**config.mk**
```make
export PLATFORM = sky130hd
export DESIGN_NAME = mux2to1_sel_arb
export DESIGN_NICKNAME = d
export VERILOG_FILES = /design/src/rtl/mux2to1_sel_arb.sv
export SDC_FILE = /design/constraint.sdc
export NUM_CORES = 1
export LEC_CHECK = 0
export BUFFER_PORTS_ARGS = -buffer_cell sky130_fd_sc_hd__buf_2
export CORE_AREA = 2 2 39 41
export DETAILED_ROUTE_END_ITERATION = 6
export DIE_AREA = 0 0 41 43
export PLACE_DENSITY = 0.47
export SYNTH_ARGS = -nofsm -noshare
export SYNTH_HDL_FRONTEND = slang
export SYNTH_SLANG_ARGS = --single-unit
```
**constraint.sdc**
```tcl
create_clock -name clk -period 1.8 [get_ports clk]
set_input_delay 0.18 -clock clk [delete_from_list [all_inputs] [get_ports clk]]
set_output_delay 0.18 -clock clk [all_outputs]
set_load 0.05 [all_outputs]
```
**src/rtl/mux2to1_sel_arb.sv**
```systemverilog
`default_nettype none
// ============================================================================
// Module   : mux2to1_sel_arb
// Brief    : Two-requester round-robin arbiter driving a registered 2:1 mux
//            select and per-channel grants. Optional forced release on hold
//            timeout when ARB_TIMEOUT_EN is defined.
// Revision : 1.0  initial release
// ============================================================================
module mux2to1_sel_arb #(
  parameter int MAX_HOLD = 8,
  parameter int CNT_W    = 4
) (
  input  logic clk,
  input  logic rst_n,
  input  logic req0,
  input  logic req1,
  input  logic done,
  output logic sel,
  output logic gnt0,
  output logic gnt1,
  output logic busy,
  output logic tmo
);

  typedef enum logic [1:0] {
    S_IDLE = 2'd0,
    S_G0   = 2'd1,
    S_G1   = 2'd2
  } state_t;

  localparam logic [CNT_W-1:0] CNT_MAX = CNT_W'(MAX_HOLD - 1);

  state_t           state_q, state_d;
  logic             last_q, last_d;
  logic [CNT_W-1:0] cnt_q, cnt_d;
  logic             sel_q, sel_d;
  logic             gnt0_q, gnt1_q, busy_q, tmo_q;
  logic             tmo_d;
  logic             timeout_w;
  logic             rel0_w, rel1_w;

  always_comb begin
`ifdef ARB_TIMEOUT_EN
    timeout_w = (state_q != S_IDLE) && (cnt_q == CNT_MAX) && !done;
`else
    timeout_w = 1'b0;
`endif
    rel0_w  = done | ~req0 | timeout_w;
    rel1_w  = done | ~req1 | timeout_w;
    state_d = state_q;
    last_d  = last_q;
    tmo_d   = 1'b0;

    case (state_q)
      S_IDLE: begin
        if (req0 && req1) state_d = last_q ? S_G0 : S_G1;
        else if (req0)    state_d = S_G0;
        else if (req1)    state_d = S_G1;
      end
      S_G0: begin
        if (rel0_w) begin
          last_d  = 1'b0;
          tmo_d   = timeout_w;
          state_d = req1 ? S_G1 : S_IDLE;
        end
      end
      S_G1: begin
        if (rel1_w) begin
          last_d  = 1'b1;
          tmo_d   = timeout_w;
          state_d = req0 ? S_G0 : S_IDLE;
        end
      end
      default: state_d = S_IDLE;
    endcase

    // Counter restarts on any grant entry, including a direct hand-over.
    if ((state_d != S_IDLE) && (state_d != state_q))
      cnt_d = '0;
    else if ((state_q != S_IDLE) && (cnt_q != CNT_MAX))
      cnt_d = cnt_q + 1'b1;
    else
      cnt_d = cnt_q;

    case (state_d)
      S_G0:    sel_d = 1'b0;
      S_G1:    sel_d = 1'b1;
      default: sel_d = sel_q;
    endcase
  end

  always_ff @(posedge clk or negedge rst_n) begin
    if (!rst_n) begin
      state_q <= S_IDLE;
      last_q  <= 1'b1;
      cnt_q   <= '0;
      sel_q   <= 1'b0;
      gnt0_q  <= 1'b0;
      gnt1_q  <= 1'b0;
      busy_q  <= 1'b0;
      tmo_q   <= 1'b0;
    end else begin
      state_q <= state_d;
      last_q  <= last_d;
      cnt_q   <= cnt_d;
      sel_q   <= sel_d;
      gnt0_q  <= (state_d == S_G0);
      gnt1_q  <= (state_d == S_G1);
      busy_q  <= (state_d != S_IDLE);
      tmo_q   <= tmo_d;
    end
  end

  assign sel  = sel_q;
  assign gnt0 = gnt0_q;
  assign gnt1 = gnt1_q;
  assign busy = busy_q;
  assign tmo  = tmo_q;

endmodule
`default_nettype wire

```
## After elaboration in Yosys (flattened, before gate mapping)

Index checks and enable logic that the tools add are counted.

- Register bits: 7
- Input port bits: 5
- Output and inout port bits: 5
- Word-level logic and storage cells: 35

- Equal/unequal tests: 6
- Muxes and demuxes: 13
- Bitwise logic cells: 4
- Reductions and logical operators: 6

Operator list:

| operator | count |
|---|---|
| $mux 2 | 7 |
| $pmux 2 s3 | 1 |
| $reduce_bool 2->1 | 3 |
| $eq 2x1->1 const B | 2 |
| $eq 2x2->1 const B | 2 |
| $ne 2x2->1 const B | 2 |
| $pmux 1 s2 | 2 |
| $mux 1 | 3 |
| $reduce_and 3->1 | 1 |
| $logic_not 2->1 | 1 |
| $not 1->1 | 2 |
| $or 1x1->1 | 2 |
| $logic_and 1x1->1 | 1 |

## Logic depth before layout (Yosys ltp)

Gate-level depths: netlist of run 1.

- Word-level depth: 6
- Mapped depth: 5
- Mapped depth without buffers: 5

## Worst setup path after synthesis of run 1

OpenSTA, ideal clock, no wires.

- Kind: register to register
- Start point: reg state_q[1]
- End point: reg sel_q (netlist: sel)
- Setup time: 0.125 ns
- Arrival time: 1.511 ns
- Data required time: 1.675 ns
- Path slack: 0.164 ns
- Stages on the path, launching flop included: 6
- Buffers on the path: 0
- Clock period less this slack: 1.636 ns
- Path through: dfrtp_1 mux2_4 o22ai_1 nand2_1 ha_1 mux2_2

- Longest elaborated chain between the ends: 6
- Elaborated cells between the ends (all ways): 13
- Classes of those cells: eq/ne (4); mux (7); reduce/logical (2)

RTL lines:

| element | line | text |
|---|---|---|
| start, declared | 33 | `state_t state_q, state_d;` |
| start signal, assigned | 103 | `state_q <= state_d;` |
| $mux 2 | 58 | `else if (req1) state_d = S_G1;` |
| $mux 2 | 57 | `else if (req0) state_d = S_G0;` |
| $mux 2 | 56 | `if (req0 && req1) state_d = last_q ? S_G0 : S_G1;` |
| $pmux 2 s3 (*) | 54 | `case (state_q)` |
| $eq 2x2->1 / $eq 2x1->1 (equally long branches) | 85 | `case (state_d)` |
| $pmux 1 s2 / $reduce_bool 2->1 (equally long branches) | - |  |
| end signal, assigned | 106 | `sel_q <= sel_d;` |
| end, declared | 36 | `logic sel_q, sel_d;` |

Mark *: on every way between the ends. The rest lies on a longest branch, timed or not.
A chain may end at the register's enable or synchronous reset.

## Worst setup path after layout of run 1

Same ends and word-level chain as after synthesis.

==> results of run 1 <==
## power groups by stage
| stage | Clock, mW | Sequential (mW) | Combinational [mW] |
|---|---|---|---|
| finish | 0.142 | 0.256 | 0.290 |
| CTS | 0.150 | 0.250 | 0.282 |
| floorplan | 0 | 0.349 | 0.118 |
| detailed placement | 0 | 0.252 | 0.279 |
| global placement | 0 | 0.248 | 0.274 |
| global route | 0.158 | 0.263 | 0.316 |
## per-layer routing
metal  global-route usage (%)  up-vias
met2                     11.6        8
met4                     10.0        0
met3                     3.14        2
met5                        0        -
met1                     11.6      115
li1                         -      126
## layout make-up
class                   instances  area [sq um]
clock buffers                   4          26.3
fillers                       147           931
inverters                       2          7.51
multi-input cells              21           170
flip-flops and latches          7           179
well taps                      16          20.0
repair buffers                  9          50.0
## flip-flops by register name, summed over array words and instances (netlist names)
signal   cells
busy         1
gnt0         1
gnt1         1
last_q       1
sel          1
state_q      2
## worst reg2reg max path, cell delays in order (launching register included)
cell,delay [ps]
dfrtp_2,450
mux2_4,320
o22ai_2,130
nand2_1,100
ha_1,290
mux2_2,320
## timing repair
item / CTS / global route
setup endpoints to repair: 0 / 1
hold buffers: 1 / 0
resized for setup: 0 / 5
endpoints found under the hold margin: 7 / 0
buffers inserted: 0 / 0
## cell families after synthesis
| family | share of synthesized area [%] |
|---|---|
| and+or+nand+nor | 9.61 |
| buffers and inverters | 4.27 |
| muxes | 7.47 |
| other | 1.07 |
| AOI/OAI and AO/OA | 16.7 |
| DFF | 50.2 |
| adders and majority gates | 10.7 |
## metrics by stage
stage,instance area [sq um],setup slack (ps)
2_1_floorplan,352,164
3_3_place_gp,404,75.4
3_5_place_dp,404,54.5
4_1_cts,440,46.7
5_1_grt,453,21.8
6_report,453,98.4
## layout by cell type (no fill, tap or decap), types with 2 or more instances in the layout
cell and count:
a21oi_1 2, buf_2 8, ha_1 3, clkbuf_4 3
nand2_1 2, nand2b_1 2, dfrtp_2 2, dfrtp_1 4
a21boi_0 2, inv_1 2
## worst paths after layout
path	from	end	slack (ps)	cells after the start
worst max-delay path	state_q[1]	sel	100	5
worst min-delay path	req0	state_q[0]	220	2
worst max register to register	state_q[1]	sel	100	5
worst min register to register	sel	sel	510	1
max in group asynchronous	rst_n	last_q	1280	2
min in group asynchronous	rst_n	busy	290	2
==> run summary, run 1 <==
status: finished, final reports clean
Routed WL per cell: 11.0 microns
worst path arrival time: 1840 ps
dpl cells: 54
grt total ovfl: 0
Crit path max-delay family: multiplexers
Pleak: 0.220 nW
met1 wire length: 295 microns
die width: 41 microns
Power Density: 1520 nW/um^2
vias in the first global route: 256
max cap viols: 0
post-synth top area cell: dfrtp_1
fraction of registers with async set/reset: 100%
switching share of power: 40.3%
worst skew pair latency: 250 ps
clk sinks: 7
Nets: 52
final setup violation count: 0
H-Tree Depth: 1
kind of critical path: reg -> reg
Worst path max stage delay: 450 ps
Synth Register Bits: 7
post-route clock period utilization: 94.5%
number of cell rows: 14
FMAX: 588 MHz
Final Max Tran Viols: 0
most frequent cell after synthesis: dfrtp_1
Post-Syn Area: 352 sq um
height of the die: 43 microns
PortBufs: 8
Power, Total: 0.687 mW
largest net degree at the start of global routing: 8
Residual DRC: 0
CP Cell Sequence: mux2_4 > o22ai_2 > nand2_1 > ha_1 > mux2_2
CP bufs+invs: 0
Worst VDD drop: 0.564 mV
DRT Pass-1 Iters: 2
unrepaired setup endpoints after global routing: no
part of the power in the clock network: 20.6%
WL final: 650 microns
final core utilization: 32.7%
post-synth cell types: 18
effective utilization at floorplan: 25.4%
Avg Cell Area, Syn: 11.3 sq um
layout cells sized above 1: 44.2%
Placeable Area: 1380 sq um
Post-synth EDFFs: 0
hpwl dp: 502 microns
# IOs: 10
Die ar.: 1760 sq um
Layout Area Growth over Synthesis: 28.8%
TritonCTS Buffers: 3
overall global routing resource usage: 9.42%
Syn Nets: 39
clock-pin slew on the worst setup and hold paths: 50 ps
Post-synth top flop: dfrtp_1
Comb power frac: 42.2%
final hold violation count: 0
Worst Skew: 1.79 ps
DR top layer: met4
Non-Filler Instances: 59
share of the synthesized area in the top cell type: 42.7%
vias post-DR: 251
post-route ant nets: 0
Post-Syn Instances: 31
Pint: 0.410 mW
top post-synthesis cells by area: dfrtp_1, ha_1, dfstp_2
Slowest cell on crit path: dfrtp_2
sequential fraction of the synthesis area: 50.2%
Max Buffers Root-to-Sink: 2
worst endpoint required time: 1940 ps
Critical Path Fanout Max: 5
Post-synth top cells: dfrtp_1, a21oi_1, ha_1
Startpoint Class: flop
vias per cell: 4.25
initial DRC count: 3
WHS: 220 ps
Yosys warnings: 0
Hold WC Path Type: in -> reg
GPL Wtd Cong: 0.649
Sequential Power Share: 37.2%
NetSw: 0.277 mW
first-pass GRT wire length: 1.03 mm
metal2 WL: 299 microns
# diodes: 0
antenna violations before repair: 0
setup TNS: 0 ps
CP endpoint kind: flop
met3 wire len: 37 microns
minimum clock period: 1700 ps
clock root buffer: clkbuf_4
CTS tree: done
(Power assumes the default switching activity.)
==> inputs of run 2 (changes only) <==
REMOVE_ABC_BUFFERS = 1   (was not set)
==> run summary, run 2 (same netlist as run 1, synthesis figures left out) <==
die width: 41 microns (unchanged)
vias per cell: 4.32 (was 4.25)
min-delay src: req0 (unchanged)
Layout Area Growth over Synthesis: 28.1% (was 28.8%)
vias post-DR: 259 (was 251)
Reg with most FFs: state_q (unchanged)
post-route ant nets: 0 (unchanged)
largest net degree at the start of global routing: 8 (unchanged)
Post-CTS Setup Inserts: 0 (unchanged)
clock root buffer: clkbuf_4 (unchanged)
clk sinks: 7 (unchanged)
number of cell rows: 14 (unchanged)
height of the die: 43 microns (unchanged)
Critical Path Fanout Max: 7 (was 5)
Comb power frac: 42.8% (was 42.2%)
CP endpoint kind: flop (unchanged)
H-Tree Depth: 1 (unchanged)
status: finished, final reports clean (unchanged)
hold path depth: 2 (unchanged)
overall global routing resource usage: 8.50% (was 9.42%)
DRT Pass-1 Iters: 1 (was 2)
setup TNS: 0 ps (unchanged)
Routed WL per cell: 9.85 microns (was 11.0 microns)
Nets: 53 (was 52)
worst path arrival time: 1840 ps (about the same)
Setup WS pre-CTS: 74.5 ps (was 54.5 ps)
minimum clock period: 1700 ps (about the same)
Pint: 0.404 mW (was 0.410 mW)
Max Buffers Root-to-Sink: 2 (unchanged)
Hold WC Path Type: in -> reg (unchanged)
PortBufs: 8 (unchanged)
Worst VDD drop: 0.590 mV (was 0.564 mV)
reg-to-reg startpoint: state_q[0] (was state_q[1])
r2r endpoint: sel (unchanged)
final setup violation count: 0 (unchanged)
Worst Skew: 4.16 ps (was 1.79 ps)
max cap viols: 0 (unchanged)
initial DRC count: 0 (was 3)
Register Area: 178 sq um (was 179 sq um)
final setup margin: 96.0 ps (was 98.4 ps)
grt total ovfl: 0 (unchanged)
clock-pin slew on the worst setup and hold paths: 50 ps (about the same)
final hold violation count: 0 (unchanged)
vias in the first global route: 244 (was 256)
Placeable Area: 1380 sq um (unchanged)
Sequential Power Share: 36.9% (was 37.2%)
Residual DRC: 0 (unchanged)
unrepaired setup endpoints after global routing: no (unchanged)
effective utilization at floorplan: 25.4% (unchanged)
antenna violations before repair: 0 (unchanged)
kind of critical path: reg -> reg (unchanged)
Multi-input gate area: 160 sq um (was 170 sq um)
CTS tree: done (unchanged)
Die ar.: 1760 sq um (unchanged)
part of the power in the clock network: 20.3% (was 20.6%)
most frequent cells in the layout: buf_2, dfrtp_1, a21oi_1, ha_1, clkbuf_4 (was buf_2, dfrtp_1, ha_1, clkbuf_4)
post-route clock period utilization: 94.7% (was 94.5%)
worst reg-to-reg setup slack: 100 ps (about the same)
NetSw: 0.265 mW (was 0.277 mW)
Reg2Reg Depth: 5 (unchanged)
number of flip-flops in the largest register: 2 (unchanged)
commonest non-fill, non-tap cell in the layout: buf_2 (unchanged)
Pleak: 0.225 nW (was 0.220 nW)
worst endpoint required time: 1930 ps (was 1940 ps)
FMAX: 587 MHz (was 588 MHz)
layout cells sized above 1: 40.9% (was 44.2%)
worst skew pair latency: 250 ps (about the same)
Power Density: 1490 nW/um^2 (was 1520 nW/um^2)
# diodes: 0 (unchanged)
GPL Wtd Cong: 0.655 (was 0.649)
first-pass GRT wire length: 910 microns (was 1.03 mm)
WHS Endpoint: state_q[0] (unchanged)
TritonCTS Buffers: 3 (unchanged)
switching share of power: 39.6% (was 40.3%)
filler cell count: 155 (was 147)
Startpoint Class: flop (unchanged)
WL final: 591 microns (was 650 microns)
Final Max Tran Viols: 0 (unchanged)
# IOs: 10 (unchanged)
## run 2: power by group through the flow
stage	logic, mW	registers [mW]	clock network (mW)
floorplan	0.116	0.349	0
CTS	0.291	0.246	0.146
global placement	0.284	0.245	0
global route	0.312	0.257	0.152
finish	0.287	0.247	0.136
detailed placement	0.288	0.249	0
## run 2: layout make-up
class                      instances  share of cell area, %
clock buffer                       3                   5.00
clock inverter                     1                   1.11
inverter                           2                   1.67
multi-input combinational         21                   35.6
sequential                         7                   39.4
tap                               16                   4.44
timing repair buffer              10                   12.8
## run 2: worst max path at each step
stage                           from   to  slack [ps]  depth (start not counted)
final                     state_q[0]  sel         100                          5
after detailed placement  state_q[0]  sel          70                          5
after global placement    state_q[0]  sel          60                          5
after global routing      state_q[0]  sel           5                          5
after CTS                 state_q[0]  sel          70                          5
after floorplan           state_q[1]  sel         160                          5
## run 2: through the flow
step | cells | utilization, % | cell area (sq um) | power, mW | hold slack (ps)
final | 60 | 32.5 | 450 | 0.669 | 213
after detailed placement | 55 | 29.7 | 412 | 0.537 | 17.4
after floorplan | 30 | - | 344 | 0.465 | -116
after global routing | 60 | 32.5 | 450 | 0.721 | 211
after global placement | 55 | 29.7 | 412 | 0.529 | 16.8
after CTS | 60 | 32.5 | 449 | 0.683 | 191
## run 2: layer usage
metal,track usage [%],part of all wire [%],vias to the layer above
met5,0,0,-
li1,-,-,128
met3,4.71,7.6,2
met4,8.00,1.2,0
met2,11.6,52,5
met1,8.58,39,124
## run 2: critical path, cell delays in order (launching register included)
cell and delay (ps):
dfrtp_2 400, or2b_1 230, a21oi_1 150, o21ai_0 160, ha_1 320, mux2_2 320
## run 2: repair_timing
action,CTS,global route
hold endpoints to repair,7,0
endpoints found under the setup margin,0,1
hold buffers,1,0
resized for setup,0,1
